[config.mk]
export PLATFORM = sky130hd
export DESIGN_NAME = sdm2_dac_echip65_flat
export DESIGN_NICKNAME = d
export VERILOG_FILES = /design/src/rtl/sdm2_dac_echip65_pkg.sv /design/src/rtl/sdm2_dac_echip65_if.sv /design/src/rtl/sdm2_dac_echip65_core.sv /design/src/rtl/sdm2_dac_echip65.sv /design/src/flat_wrapper.sv
export SDC_FILE = /design/constraint.sdc
export NUM_CORES = 1
export LEC_CHECK = 0
export CAP_MARGIN = 30
export CORE_MARGIN = 1.5
export CORE_UTILIZATION = 35
export CTS_CLUSTER_DIAMETER = 60
export DETAILED_ROUTE_END_ITERATION = 10
export PLACE_DENSITY = 0.59
export REMOVE_ABC_BUFFERS = 1
export SLEW_MARGIN = 30
export SYNTH_ARGS = -nofsm -noshare
export SYNTH_HDL_FRONTEND = slang
export SYNTH_HIERARCHICAL = 1
export SYNTH_SLANG_ARGS = --single-unit
[constraint.sdc]
create_clock -name clk -period 3.6 [get_ports clk]
set_input_delay 0.9 -clock clk [delete_from_list [all_inputs] [get_ports clk]]
set_output_delay 0.9 -clock clk [all_outputs]
set_load 0.02 [all_outputs]
[src/rtl/sdm2_dac_echip65_pkg.sv]
`default_nettype none
// +----------------------------------------------------------------------+
// | echip65_sdm_pkg                                                      |
// | Full-scale helpers and saturation/clamp arithmetic for the eChip65   |
// | second-order sigma-delta DAC.                                        |
// | Revision: 1.0                                                        |
// +----------------------------------------------------------------------+
package echip65_sdm_pkg;

  localparam int c_DEF_IN_WIDTH = 16;
  localparam int c_DEF_INTERP   = 256;

  // Full scale of a signed IN_WIDTH-bit sample.
  function automatic longint fs_val(input int in_width);
    return longint'(1) <<< (in_width - 1);
  endfunction

  // Input limit keeping the second-order loop well inside its stable region.
  function automatic longint lim_val(input int in_width);
    return (longint'(3) * fs_val(in_width)) / longint'(4);
  endfunction

  function automatic longint sat(input longint v, input int width);
    longint hi;
    longint lo;
    hi = (longint'(1) <<< (width - 1)) - longint'(1);
    lo = -(longint'(1) <<< (width - 1));
    if (v > hi) begin
      return hi;
    end
    if (v < lo) begin
      return lo;
    end
    return v;
  endfunction

  function automatic longint clamp(input longint v, input longint lim);
    if (v > lim) begin
      return lim;
    end
    if (v < -lim) begin
      return -lim;
    end
    return v;
  endfunction

endpackage
`default_nettype wire

[src/rtl/sdm2_dac_echip65_if.sv]
`default_nettype none
// +----------------------------------------------------------------------+
// | sdm2_dac_echip65_if                                                  |
// | Sample valid/ready handshake into the sigma-delta DAC.               |
// | Revision: 1.0                                                        |
// +----------------------------------------------------------------------+
interface sdm2_dac_echip65_if #(
  parameter int IN_WIDTH = 16
);

  logic signed [IN_WIDTH-1:0] in_data;
  logic                       in_valid;
  logic                       in_ready;

  modport master (
    output in_data,
    output in_valid,
    input  in_ready
  );

  modport slave (
    input  in_data,
    input  in_valid,
    output in_ready
  );

endinterface
`default_nettype wire

[src/rtl/sdm2_dac_echip65_core.sv]
`default_nettype none
// +----------------------------------------------------------------------+
// | sdm2_core                                                            |
// | Second-order single-bit noise-shaping loop with saturating           |
// | integrators; one output bit per enabled clock.                       |
// | Revision: 1.0                                                        |
// +----------------------------------------------------------------------+
module sdm2_core
  import echip65_sdm_pkg::*;
#(
  parameter int IN_WIDTH  = 16,
  parameter int ACC_WIDTH = IN_WIDTH + 4
) (
  input  logic                       clk,
  input  logic                       reset_n,
  input  logic                       en,
  input  logic signed [IN_WIDTH-1:0] x,
  output logic                       bit_out
);

  localparam int c_SUM_W = ACC_WIDTH + 1;
  localparam logic signed [c_SUM_W-1:0] c_FS = c_SUM_W'(fs_val(IN_WIDTH));

  logic signed [ACC_WIDTH-1:0] r_i1;
  logic signed [ACC_WIDTH-1:0] r_i2;
  logic                        r_bit;

  logic signed [c_SUM_W-1:0]   w_i1_ext;
  logic signed [c_SUM_W-1:0]   w_i2_ext;
  logic signed [c_SUM_W-1:0]   w_x_ext;
  logic signed [c_SUM_W-1:0]   w_y;
  logic signed [c_SUM_W-1:0]   w_s1;
  logic signed [c_SUM_W-1:0]   w_s2;
  logic signed [ACC_WIDTH-1:0] w_i1_nxt;
  logic signed [ACC_WIDTH-1:0] w_i2_nxt;

  // Both sums use the previous-cycle i1 and feedback bit (classic delayed loop).
  always_comb begin
    w_i1_ext = {{(c_SUM_W-ACC_WIDTH){r_i1[ACC_WIDTH-1]}}, r_i1};
    w_i2_ext = {{(c_SUM_W-ACC_WIDTH){r_i2[ACC_WIDTH-1]}}, r_i2};
    w_x_ext  = {{(c_SUM_W-IN_WIDTH){x[IN_WIDTH-1]}}, x};
    w_y      = r_bit ? c_FS : -c_FS;
    w_s1     = w_i1_ext + w_x_ext - w_y;
    w_s2     = w_i2_ext + w_i1_ext - w_y;
    w_i1_nxt = ACC_WIDTH'(sat(longint'(w_s1), ACC_WIDTH));
    w_i2_nxt = ACC_WIDTH'(sat(longint'(w_s2), ACC_WIDTH));
  end

  always_ff @(posedge clk or negedge reset_n) begin
    if (!reset_n) begin
      r_i1  <= '0;
      r_i2  <= '0;
      r_bit <= 1'b0;
    end else if (en) begin
      r_i1  <= w_i1_nxt;
      r_i2  <= w_i2_nxt;
      r_bit <= ~w_s2[c_SUM_W-1];
    end
  end

  assign bit_out = r_bit;

endmodule
`default_nettype wire

[src/rtl/sdm2_dac_echip65.sv]
`default_nettype none
// +----------------------------------------------------------------------+
// | sdm2_dac_echip65                                                     |
// | Zero-order-hold interpolator and sample handshake feeding the        |
// | second-order sigma-delta bitstream DAC.                              |
// | Revision: 1.0                                                        |
// +----------------------------------------------------------------------+
module sdm2_dac_echip65
  import echip65_sdm_pkg::*;
#(
  parameter int INTERP_FACTOR = 256,
  parameter int CNT_WIDTH     = $clog2(INTERP_FACTOR),
  parameter int IN_WIDTH      = 16,
  parameter int ACC_WIDTH     = IN_WIDTH + 4
) (
  input  logic                   clk,
  input  logic                   reset_n,
  input  logic                   en,
  sdm2_dac_echip65_if.slave      smp,
  input  logic                   clear_underrun,
  output logic                   bit_out,
  output logic                   underrun
);

  localparam logic [CNT_WIDTH-1:0] c_LAST = CNT_WIDTH'(INTERP_FACTOR - 1);
  localparam longint               c_LIM  = lim_val(IN_WIDTH);

  logic [CNT_WIDTH-1:0]       r_count;
  logic signed [IN_WIDTH-1:0] r_x_hold;
  logic                       r_underrun;

  logic                       w_slot;
  logic                       w_load;
  logic                       w_miss;
  logic signed [IN_WIDTH-1:0] w_x_clamped;

  always_comb begin
    w_slot      = en && (r_count == c_LAST);
    w_load      = w_slot && smp.in_valid;
    w_miss      = w_slot && !smp.in_valid;
    w_x_clamped = IN_WIDTH'(clamp(longint'(smp.in_data), c_LIM));
  end

  assign smp.in_ready = w_slot;

  // Power-of-two frame length lets the counter wrap on its own.
  always_ff @(posedge clk or negedge reset_n) begin
    if (!reset_n) begin
      r_count  <= '0;
      r_x_hold <= '0;
    end else if (en) begin
      r_count <= r_count + CNT_WIDTH'(1);
      if (w_load) begin
        r_x_hold <= w_x_clamped;
      end
    end
  end

  // A missed slot in the same cycle as a clear keeps the flag set.
  always_ff @(posedge clk or negedge reset_n) begin
    if (!reset_n) begin
      r_underrun <= 1'b0;
    end else if (w_miss) begin
      r_underrun <= 1'b1;
    end else if (clear_underrun) begin
      r_underrun <= 1'b0;
    end
  end

  assign underrun = r_underrun;

  sdm2_core #(
    .IN_WIDTH  (IN_WIDTH),
    .ACC_WIDTH (ACC_WIDTH)
  ) u_core (
    .clk     (clk),
    .reset_n (reset_n),
    .en      (en),
    .x       (r_x_hold),
    .bit_out (bit_out)
  );

endmodule
`default_nettype wire

[src/flat_wrapper.sv]
// flat-port wrapper written by rule: the top's interface ports become plain ports
module sdm2_dac_echip65_flat import echip65_sdm_pkg::*;
#(
  parameter int INTERP_FACTOR = 256,
  parameter int CNT_WIDTH     = $clog2(INTERP_FACTOR),
  parameter int IN_WIDTH      = 16,
  parameter int ACC_WIDTH     = IN_WIDTH + 4
)
  (clk, reset_n, en, clear_underrun, bit_out, underrun, smp_in_data, smp_in_valid, smp_in_ready);
  sdm2_dac_echip65_if #(.IN_WIDTH(IN_WIDTH)) smp_i ();
  input  logic clk;
  input  logic reset_n;
  input  logic en;
  input  logic clear_underrun;
  output logic bit_out;
  output logic underrun;
  input wire logic [$bits(smp_i.in_data)-1:0] smp_in_data;
  input wire logic [$bits(smp_i.in_valid)-1:0] smp_in_valid;
  output wire logic [$bits(smp_i.in_ready)-1:0] smp_in_ready;
  assign smp_i.in_data = smp_in_data;
  assign smp_i.in_valid = smp_in_valid;
  assign smp_in_ready = smp_i.in_ready;
  sdm2_dac_echip65 #(.INTERP_FACTOR(INTERP_FACTOR), .CNT_WIDTH(CNT_WIDTH), .IN_WIDTH(IN_WIDTH), .ACC_WIDTH(ACC_WIDTH)) u_core (.clk(clk), .reset_n(reset_n), .en(en), .smp(smp_i), .clear_underrun(clear_underrun), .bit_out(bit_out), .underrun(underrun));
endmodule
==> key figures <==
CTS
  – TritonCTS clock tree: yes
  – Total CTS buffers: 9
  – Hold Buf Count CTS: 0
  – Clock latency at the later pin of the worst-skew pair: 0.35 ns
  – Longest Clk Path Bufs: 2
  – CTS Sinks: 66
  – H-Tree Depth: 3
  – Clock-pin transition on the worst setup and hold timing paths: ~0.050 ns
  – Root buf cell: clkbuf_16

Synth
  – Post-synthesis cell area: approximately 0.006 mm2
  – Synth Warn #: 6
  – Synth Instances: 689
  – Post-synth ARST share: between 90% and 100%
  – Sequential area share after synthesis: about 28%
  – Netlist cell types: 69
  – Syn Area/Cell: approximately 8.7 um2
  – Prevailing post-synth register cell: dfrtp_1
  – Post-synth EDFFs: 0
  – Synthesis-stage register bit count: 66

Floorplanning
  – DIE AREA: 0.0179 mm2
  – Die Ht: approximately 130 um
  – I/O Pins: 24
  – Die Width: roughly 130 um
  – Cell row count: 47
  – Core box area: 0.0166 mm2
  – Initial core utilization: 36.0%

Cells and area
  – Final Cell Area: 0.00673 mm2
  – Layout area overhead: 12.3%
  – FF+latch area: between 0.0015 and 0.002 mm2
  – Share of cells above drive strength 1: 11.6%
  – N_diodes: 0
  – Fin nets: about 810
  – Core Util, Final: 40.4%
  – Multi-input logic area: ~0.0037 mm2
  – Fill count: about 1.7k
  – Final std cells w/o fill: about 940

STA
  – # setup viols final: 0
  – Crit path time final: between 3 and 4 ns
  – Max-slew headroom: between 50% and 60%
  – Final setup TNS: 0 ns
  – Max Slew Vio Count: 0
  – Final Hold Viols: 0
  – Final period util: just over 90%
  – Slew @ Worst Pin: approximately 0.75 ns
  – Clock Skew: about 0.0094 ns
  – Fmax: approximately 300 MHz
  – Setup repair after global routing missed its margin: false

Drt
  – Final WL: 13,100 um
  – Routed vias/inst: 5.09
  – DRC errors left: 0
  – DR iter-0 viols: around 250
  – Drt pass-1 iters: 6
  – Via count: around 4.8k
  – Post-route antenna net violation count: 0
  – Average routed wire per standard cell: around 14 um

Flow run
  – Max-cap violations: 0

Critical path
  – Crit path required time: roughly 3.8 ns
  – Critical path type: flip-flop to flip-flop
  – Reg2Reg Setup Slack: 0.27 ns
  – Reg2reg end: u_core/u_core/r_i1[17]$_DFFE_PN0P_
  – Worst-path cell chain: clkinvlp_4 > fa_1 > inv_1 > ha_1 > a21oi_1 > o21ai_0 > nand2b_1 > a211o_1 > o311a_4 > maj3_2 > mux2_4
  – Worst Setup End Kind: flip-flop
  – Slowest stage delay, CP: 0.58 ns
  – Critical-path top delay cell: fa_1
  – WP data arrival: about 3.6 ns
  – CP endpoint: u_core/u_core/r_i1[17]$_DFFE_PN0P_
  – CP Launch Point: u_core/u_core/bit_out$_DFFE_PN0P_
  – Maximum fanout along the worst path: 22
  – Crit start category: flip-flop
  – Critical Path Stages: 11
  – RR Startpoint: u_core/u_core/bit_out$_DFFE_PN0P_
  – R2r worst-path depth: 11
  – Crit path max-delay family: adder cells
  – Worst path bufs/invs: 2

Hold path
  – Worst Hold Launch: u_core/r_x_hold[10]$_DFFE_PN0P_
  – Worst hold path class: flip-flop to flip-flop

Placed design
  – Placer Congestion: about 0.81
  – Final HPWL DP: 9890 um
  – Placed Cells: 920
  – DP Area: 0.00644 mm2
  – I/O Buffers: 23

Outcome
  – Status: finished, final reports clean

Global routing
  – GRT Util Overall: between 10% and 20%
  – Total gr overflow: 0
  – Initial antenna violation count: 0
  – Largest net degree at the start of global routing: between 50 and 60
  – Vias in the first global route: roughly 4.7k
  – Global-route wire length before repair: 22,100 um
stage by stage:
step,hold slack (ns),setup WS [ns]
floorplan,0.460,-0.221
global placement,0.479,0.238
detailed placement,0.483,0.224
CTS,0.493,0.209
global route,0.511,0.0271
finish,0.496,0.271
registers in the layout (all words and copies together) (netlist names):
signal	flops
u_core/r_x_hold	16
u_core/r_count	8
u_core/u_core/r_i1	20
u_core/underrun	1
u_core/u_core/r_i2	20
u_core/u_core/bit_out	1
cells in the final DEF (no fill, tap or decap), types with 3 or more instances in the layout:
cell type and count:
o21ai_0 20, o221ai_1 5, a31o_2 3, or3_1 3
and3_1 4, ha_1 72, clkinv_2 3, nor4_1 3
clkbuf_16 9, a21oi_1 61, fa_1 8, clkinvlp_4 3
mux2_2 6, a31oi_1 5, a21o_1 4, nor2_1 35
o21a_1 3, nand3_1 10, xnor2_1 28, nor3_1 9
o21ai_1 13, clkdlybuf4s50_1 21, maj3_2 14, a32o_1 10
dfrtp_1 65, xor2_1 13, nand2_1 38, o22ai_1 25
inv_1 128, buf_4 13, nand2b_1 10, nor2b_1 6
mux2_4 10, nand4_1 8, o211ai_1 4
synth_stat cells (3+ instances only):
library cell  count  share of area [%]
nor3_1            9               0.75
buf_6             5               0.94
a32o_1           10                1.7
clkbuf_1         11               0.69
mux2_2            6                1.1
nand3_1          10               0.84
inv_1           129                8.1
nor2_1           35                2.2
o21ai_0          20                1.7
nor2b_1           6               0.63
a21o_1            4               0.50
dfrtp_1          66                 28
xnor2_1          28                4.1
mux2_4           10                2.5
nand2_1          38                2.4
buf_2             5               0.42
maj3_2           14                2.6
nand2b_1         10                1.0
o211ai_1          4               0.50
a21oi_1          61                5.1
and3_1            4               0.42
a31oi_1           5               0.52
ha_1             72                 15
nand4_1           8               0.84
xor2_1           13                1.9
o21ai_1          13                1.1
o21a_1            3               0.38
fa_1              8                2.7
or3_1             3               0.31
nor4_1            3               0.31
o22ai_1          25                2.6
a31o_2            3               0.44
o221ai_1          5               0.73
final cells by class:
| class | count | area share [%] |
|---|---|---|
| clock inverter | 5 | 0.446 |
| clock buffer | 11 | 3.61 |
| inverter | 129 | 7.25 |
| tap | 220 | 4.09 |
| sequential | 66 | 24.6 |
| multi-input combinational | 471 | 55.3 |
| timing repair buffer | 36 | 4.72 |
layer usage:
metal / vias up / part of all wire [%] / global-route usage (%)
met5: - / 0 / 0
met4: 0 / 1.4 / 4.95
met3: 10 / 2.8 / 2.87
met2: 62 / 49 / 27.5
met1: 2268 / 47 / 19.2
li1: 2436 / - / -
kinds of logic after synthesis:
group / count (synthesis) / share of synthesized area, %
adders and majority gates: 94 / 20.3
AOI/OAI and AO/OA: 183 / 20.8
and+or+nand+nor: 137 / 11.3
xor gates and xnor gates: 41 / 5.99
buffers and inverters: 152 / 10.3
DFF: 66 / 27.6
muxes: 16 / 3.63
worst min-delay path by stage:
| stage | endpoint | slack (ns) | depth (start not counted) |
|---|---|---|---|
| finish | u_core/r_x_hold[10]$_DFFE_PN0P_ | 0.50 | 1 |
| global route | u_core/r_x_hold[8]$_DFFE_PN0P_ | 0.51 | 1 |
| CTS | u_core/r_count[6]$_DFFE_PN0P_ | 0.49 | 1 |
| detailed placement | u_core/r_x_hold[6]$_DFFE_PN0P_ | 0.48 | 1 |
| global placement | u_core/r_x_hold[10]$_DFFE_PN0P_ | 0.48 | 1 |
| floorplan | u_core/r_count[6]$_DFFE_PN0P_ | 0.46 | 1 |
repair_timing:
item                                    in CTS  in global routing
endpoints found under the setup margin       0                 24
setup buffers                                0                  2
gates resized for setup                      0                  2
Power is left out: the tool's default activity adds up to more than one toggle a clock period on the data nets, which glitch-free logic cannot reach.
